<file path="config.mk">
export PLATFORM = sky130hd
export DESIGN_NAME = quad_step_decoder
export DESIGN_NICKNAME = d
export VERILOG_FILES = /design/src/rtl/qdec_pkg.sv /design/src/rtl/qdec_debounce.sv /design/src/rtl/quad_step_decoder.sv
export SDC_FILE = /design/constraint.sdc
export NUM_CORES = 1
export LEC_CHECK = 0
export ABC_AREA = 1
export CAP_MARGIN = 30
export CORE_MARGIN = 3
export CORE_UTILIZATION = 55
export CTS_CLUSTER_DIAMETER = 30
export CTS_CLUSTER_SIZE = 16
export DETAILED_ROUTE_END_ITERATION = 7
export PLACE_DENSITY = 0.7
export SKIP_CTS_REPAIR_TIMING = 1
export SYNTH_ARGS = -nofsm -noshare
export SYNTH_HDL_FRONTEND = slang
export SYNTH_SLANG_ARGS = --single-unit
export TNS_END_PERCENT = 1
</file>
<file path="constraint.sdc">
create_clock -name clk -period 1.65 [get_ports clk]
set_input_delay 0.33 -clock clk [delete_from_list [all_inputs] [get_ports clk]]
set_output_delay 0.33 -clock clk [all_outputs]
set_load 0.01 [all_outputs]
</file>
<file path="src/rtl/qdec_pkg.sv">
// rtl/qdec_pkg.sv - quadrature state encodings, step codes and the transition classifier.
package qdec_pkg;

  localparam logic [1:0] QS_00 = 2'b00;
  localparam logic [1:0] QS_01 = 2'b01;
  localparam logic [1:0] QS_11 = 2'b11;
  localparam logic [1:0] QS_10 = 2'b10;

  typedef enum logic [1:0] {
    STEP_NONE = 2'd0,
    STEP_FWD  = 2'd1,
    STEP_REV  = 2'd2,
    STEP_ILL  = 2'd3
  } step_t;

  // State is {A,B}; clockwise walks 00->01->11->10->00.
  function automatic step_t next_step(input logic [1:0] prev, input logic [1:0] cur);
    step_t s;
    case ({prev, cur})
      {QS_00, QS_01}, {QS_01, QS_11}, {QS_11, QS_10}, {QS_10, QS_00}: s = STEP_FWD;
      {QS_01, QS_00}, {QS_11, QS_01}, {QS_10, QS_11}, {QS_00, QS_10}: s = STEP_REV;
      default: s = (prev == cur) ? STEP_NONE : STEP_ILL;
    endcase
    return s;
  endfunction

endpackage

</file>
<file path="src/rtl/qdec_debounce.sv">
// rtl/qdec_debounce.sv - synchroniser plus stable-level debounce filter for one encoder channel.
module qdec_debounce #(
  parameter int SYNC_STAGES = 2,
  parameter int DEB_CYCLES  = 50000
) (
  input  logic clk,
  input  logic rst,
  input  logic i_raw,
  output logic o_filt
);

  localparam int CNT_W = $clog2(DEB_CYCLES);
  localparam logic [CNT_W-1:0] CNT_LAST = CNT_W'(DEB_CYCLES - 1);

  logic [SYNC_STAGES-1:0] r_sync;
  logic [CNT_W-1:0]       r_cnt;
  logic                   r_filt;
  logic                   w_synced;

  assign w_synced = r_sync[SYNC_STAGES-1];
  assign o_filt   = r_filt;

  always_ff @(posedge clk or posedge rst) begin
    if (rst) begin
      r_sync <= '1;
    end else begin
      r_sync <= {r_sync[SYNC_STAGES-2:0], i_raw};
    end
  end

  // A new level is accepted only after DEB_CYCLES consecutive differing clocks.
  always_ff @(posedge clk or posedge rst) begin
    if (rst) begin
      r_cnt  <= '0;
      r_filt <= 1'b1;
    end else if (w_synced == r_filt) begin
      r_cnt <= '0;
    end else if (r_cnt == CNT_LAST) begin
      r_filt <= w_synced;
      r_cnt  <= '0;
    end else begin
      r_cnt <= r_cnt + CNT_W'(1);
    end
  end

endmodule

</file>
<file path="src/rtl/quad_step_decoder.sv">
// rtl/quad_step_decoder.sv - debounced quadrature decoder emitting one left/right pulse per detent.
// Optional sticky illegal-transition flag and counter when QDEC_ERR_EN is defined.
module quad_step_decoder
  import qdec_pkg::*;
#(
  parameter int SYNC_STAGES      = 2,
  parameter int DEB_CYCLES       = 50000,
  parameter int STEPS_PER_DETENT = 4
) (
  input  logic       clk,
  input  logic       rst,
  input  logic       a,
  input  logic       b,
`ifdef QDEC_ERR_EN
  input  logic       err_clr,
  output logic       err,
  output logic [7:0] err_cnt,
`endif
  output logic       left,
  output logic       right
);

  localparam int ACC_W = $clog2(STEPS_PER_DETENT) + 2;
  localparam logic signed [ACC_W-1:0] ACC_MAX = ACC_W'(STEPS_PER_DETENT - 1);
  localparam logic signed [ACC_W-1:0] ACC_MIN = -ACC_MAX;
  localparam logic signed [ACC_W-1:0] ACC_ONE = ACC_W'(1);

  logic                    w_filt_a;
  logic                    w_filt_b;
  logic [1:0]              w_cur;
  step_t                   w_step;
  logic [1:0]              r_prev;
  logic signed [ACC_W-1:0] r_acc;
  logic                    r_left;
  logic                    r_right;

  qdec_debounce #(.SYNC_STAGES(SYNC_STAGES), .DEB_CYCLES(DEB_CYCLES)) u_deb_a (
    .clk(clk), .rst(rst), .i_raw(a), .o_filt(w_filt_a)
  );

  qdec_debounce #(.SYNC_STAGES(SYNC_STAGES), .DEB_CYCLES(DEB_CYCLES)) u_deb_b (
    .clk(clk), .rst(rst), .i_raw(b), .o_filt(w_filt_b)
  );

  assign w_cur  = {w_filt_a, w_filt_b};
  assign w_step = next_step(r_prev, w_cur);
  assign left   = r_left;
  assign right  = r_right;

  // Pulse on the step that completes a detent; landing on 11 otherwise re-zeros the count.
  always_ff @(posedge clk or posedge rst) begin
    if (rst) begin
      r_prev  <= QS_11;
      r_acc   <= '0;
      r_left  <= 1'b0;
      r_right <= 1'b0;
    end else begin
      r_prev  <= w_cur;
      r_left  <= 1'b0;
      r_right <= 1'b0;
      case (w_step)
        STEP_FWD: begin
          if (r_acc == ACC_MAX) begin
            r_right <= 1'b1;
            r_acc   <= '0;
          end else if (w_cur == QS_11) begin
            r_acc <= '0;
          end else begin
            r_acc <= r_acc + ACC_ONE;
          end
        end
        STEP_REV: begin
          if (r_acc == ACC_MIN) begin
            r_left <= 1'b1;
            r_acc  <= '0;
          end else if (w_cur == QS_11) begin
            r_acc <= '0;
          end else begin
            r_acc <= r_acc - ACC_ONE;
          end
        end
        STEP_ILL: r_acc <= '0;
        default:  ;
      endcase
    end
  end

`ifdef QDEC_ERR_EN
  logic       r_err;
  logic [7:0] r_err_cnt;

  assign err     = r_err;
  assign err_cnt = r_err_cnt;

  always_ff @(posedge clk or posedge rst) begin
    if (rst) begin
      r_err     <= 1'b0;
      r_err_cnt <= 8'd0;
    end else if (err_clr) begin
      r_err     <= 1'b0;
      r_err_cnt <= 8'd0;
    end else if (w_step == STEP_ILL) begin
      r_err <= 1'b1;
      if (r_err_cnt != 8'hFF) r_err_cnt <= r_err_cnt + 8'd1;
    end
  end
`endif

endmodule

</file>
==> out/qor.yml <==
crit_path_max_fanout: 7
place_ws_ns: 0.166
drv_cap: 0
max_stage_delay_ns: 0.46
vias: 2213
start_util: 0.587
clk_latency_ns: 0.29
fin_ws_ns: 0.155
syn2layout_area_growth_pct: 8.28
mostFrequentLayoutCells: "nand2_1, nor2_1, dfrtp_1"
cts_tree: "built"
drtPass1Iterations: 4
hpwl_um: 3830
grt_usage: 0.193
cts.sinks: 46
crit_required_ns: 1.83
ctsHtreeMaxLevel: 2
netlist_area_sq_mm: 0.00265
synthTopCellsByArea: "dfrtp_1, nand2_1, nor2_1"
worst_pin_slew_ns: 0.278
synth_seq_area_share: 0.439
seqCellArea_sq_mm: 0.00116
fmax_ghz: 0.669
ant_nets: 0
vdd_drop_max_mv: 0.433
syn_avg_cell_area_sq_um: 7.25
wirelength_um: 5010
slowest_stage: "dfrtp_1"
hold_path.class: "primary input to async pin"
max-slew-margin-rel: 0.814
cts_made_buffers: 5
worstPathBufferInverterCount: 0
worstSetupPathType: "register to register"
synth-seq-cells: 46
rsz0062_at_grt: "no"
grt_pass1_wl_um: 8510
grt.overflow.total: 0
place_congestion: 0.898
mostFrequentLayoutCell: "nand2_1"
fin_crit_sh: 0.906
synth_top_area_cell: "dfrtp_1"
outcome: "complete, no violations"
fp.coreArea_sq_mm: 0.00450
cp-end-kind: "register"
dieHeight_um: 75.4
grt_pass1_vias: 2006
drc: 0
drive_gt1_frac: 0.0979
worst_setup_path_start_kind: "register"
dr.first_iter.drc_count: 142
multi_input_area_sq_mm: 0.00131
die-area_sq_mm: 0.00568
syn_nets: 374
antenna_cells: 0
io_buffers: 5
tns_ns: 0
antenna_found_initial: 0
netlist-cell-type-count: 30
syn-instance-count: 365
finalHoldViolations: 0
clock_skew_ns: 0.00598
setup_viol_count_final: 0
netlist.area_leader.share: 0.360
arrival_ns: 1.67
grt_start_max_net_pins: 36
post-route-min-period_ns: 1.49
ys.warnings.count: 0
final_net_count: 386
clockBufferDepth: 2
crit_chain: "ha_1 -> nand3_1 -> nor2_1 -> nand2_1 -> nand2_1 -> nor2_1"
powerDensity_mw_per_mm2: 665
cts.clk_slew.worst_paths_ns: 0.09
io_pins: 6
via_per_inst: 5.15
finalMaxSlewViolations: 0
p_leak_nw: 1.25
wire_per_inst_um: 11.7
row_count: 24
crit_family: "simple AND/OR/NAND/NOR gates"
ctsRootBufferMaster: "clkbuf_8"
die_w_um: 75.4
fillCellCount: 403
worst register-to-register path, delay by kind of cell (launching register included):
family	cells	cell delay, ns
AND/OR/NAND/NOR	5	0.65
flip-flops	1	0.46
adder cells (fa/ha/maj)	1	0.27
power breakdown:
group / leakage [nW] / internal, W / switching [W] / total (W)
Combinational: 0.600 / 0.0000271 / 0.0000484 / 0.0000755
Sequential: 0.609 / 0.00115 / 0.0000176 / 0.00117
Clock: 0.0452 / 0.000299 / 0.000366 / 0.000665
logic make-up after synthesis:
kind of cell               share of synthesized area
AOI/OAI and AO/OA                             0.0227
and+or+nand+nor                                0.401
adders and majority gates                     0.0237
xor gates and xnor gates                      0.0464
buffers and inverters                         0.0676
DFF                                            0.439
flip-flops by register name, indices dropped and copies added, names as in the netlist, 2 cells and up:
| signal | count |
|---|---|
| u_deb_a.r_cnt | 16 |
| r_acc | 4 |
| u_deb_a.r_sync | 2 |
| r_prev | 2 |
| u_deb_b.r_cnt | 16 |
| u_deb_b.r_sync | 2 |
Yosys cell counts:
| library cell | count |
|---|---|
| a21oi_1 | 6 |
| and2_0 | 1 |
| and2_1 | 1 |
| and3_1 | 1 |
| buf_2 | 2 |
| clkinv_1 | 2 |
| dfrtp_1 | 38 |
| dfstp_2 | 8 |
| ha_1 | 5 |
| inv_1 | 36 |
| inv_2 | 7 |
| nand2_1 | 96 |
| nand2_2 | 2 |
| nand3_1 | 37 |
| nand3_2 | 1 |
| nand3b_1 | 3 |
| nand4_1 | 7 |
| nor2_1 | 76 |
| nor2_2 | 5 |
| nor2_4 | 1 |
| nor3_1 | 6 |
| nor3_2 | 1 |
| nor3b_1 | 1 |
| nor3b_2 | 2 |
| nor4_1 | 1 |
| o21ai_0 | 1 |
| o21ai_1 | 2 |
| o21bai_1 | 2 |
| xnor2_1 | 2 |
| xor2_1 | 12 |
final cells by class:
| cell class | count | share of cell area |
|---|---|---|
| flip-flops and latches | 46 | 0.405 |
| clock buffers | 6 | 0.0253 |
| inverters | 45 | 0.0590 |
| repair buffers | 7 | 0.0271 |
| clock inverters | 2 | 0.00481 |
| well taps | 52 | 0.0227 |
| multi-input cells | 272 | 0.456 |
stage by stage:
stage	hold slack, ns	area [sq um]	cells	power, W	utilization
2_1_floorplan	0.334	2650	365	0.00123	-
3_3_place_gp	0.346	2780	422	0.00126	0.617
3_5_place_dp	0.348	2780	422	0.00127	0.617
4_1_cts	0.285	2860	430	0.00195	0.636
5_1_grt	0.285	2860	430	0.00202	0.636
6_report	0.288	2860	430	0.00191	0.636
per-layer routing:
layer,vias up,wire length [um],GRT usage
li1,1162,-,-
met1,1001,2420,0.257
met2,42,2360,0.314
met3,8,166,0.0422
met4,0,72,0.0621
met5,-,0,0
worst paths after layout:
path                              startpoint           endpoint  slack (ns)  cells after the start
max                         u_deb_b.r_cnt[0]  u_deb_b.r_cnt[13]        0.16                      6
min                                      rst  u_deb_a.r_cnt[12]        0.29                      2
max reg2reg                 u_deb_b.r_cnt[0]  u_deb_b.r_cnt[13]        0.16                      6
min reg2reg                u_deb_a.r_sync[0]  u_deb_a.r_sync[1]        0.36                      0
max in group asynchronous                rst          r_prev[0]        0.83                      3
min in group clk           u_deb_a.r_sync[0]  u_deb_a.r_sync[1]        0.36                      0
(Power assumes the default switching activity.)
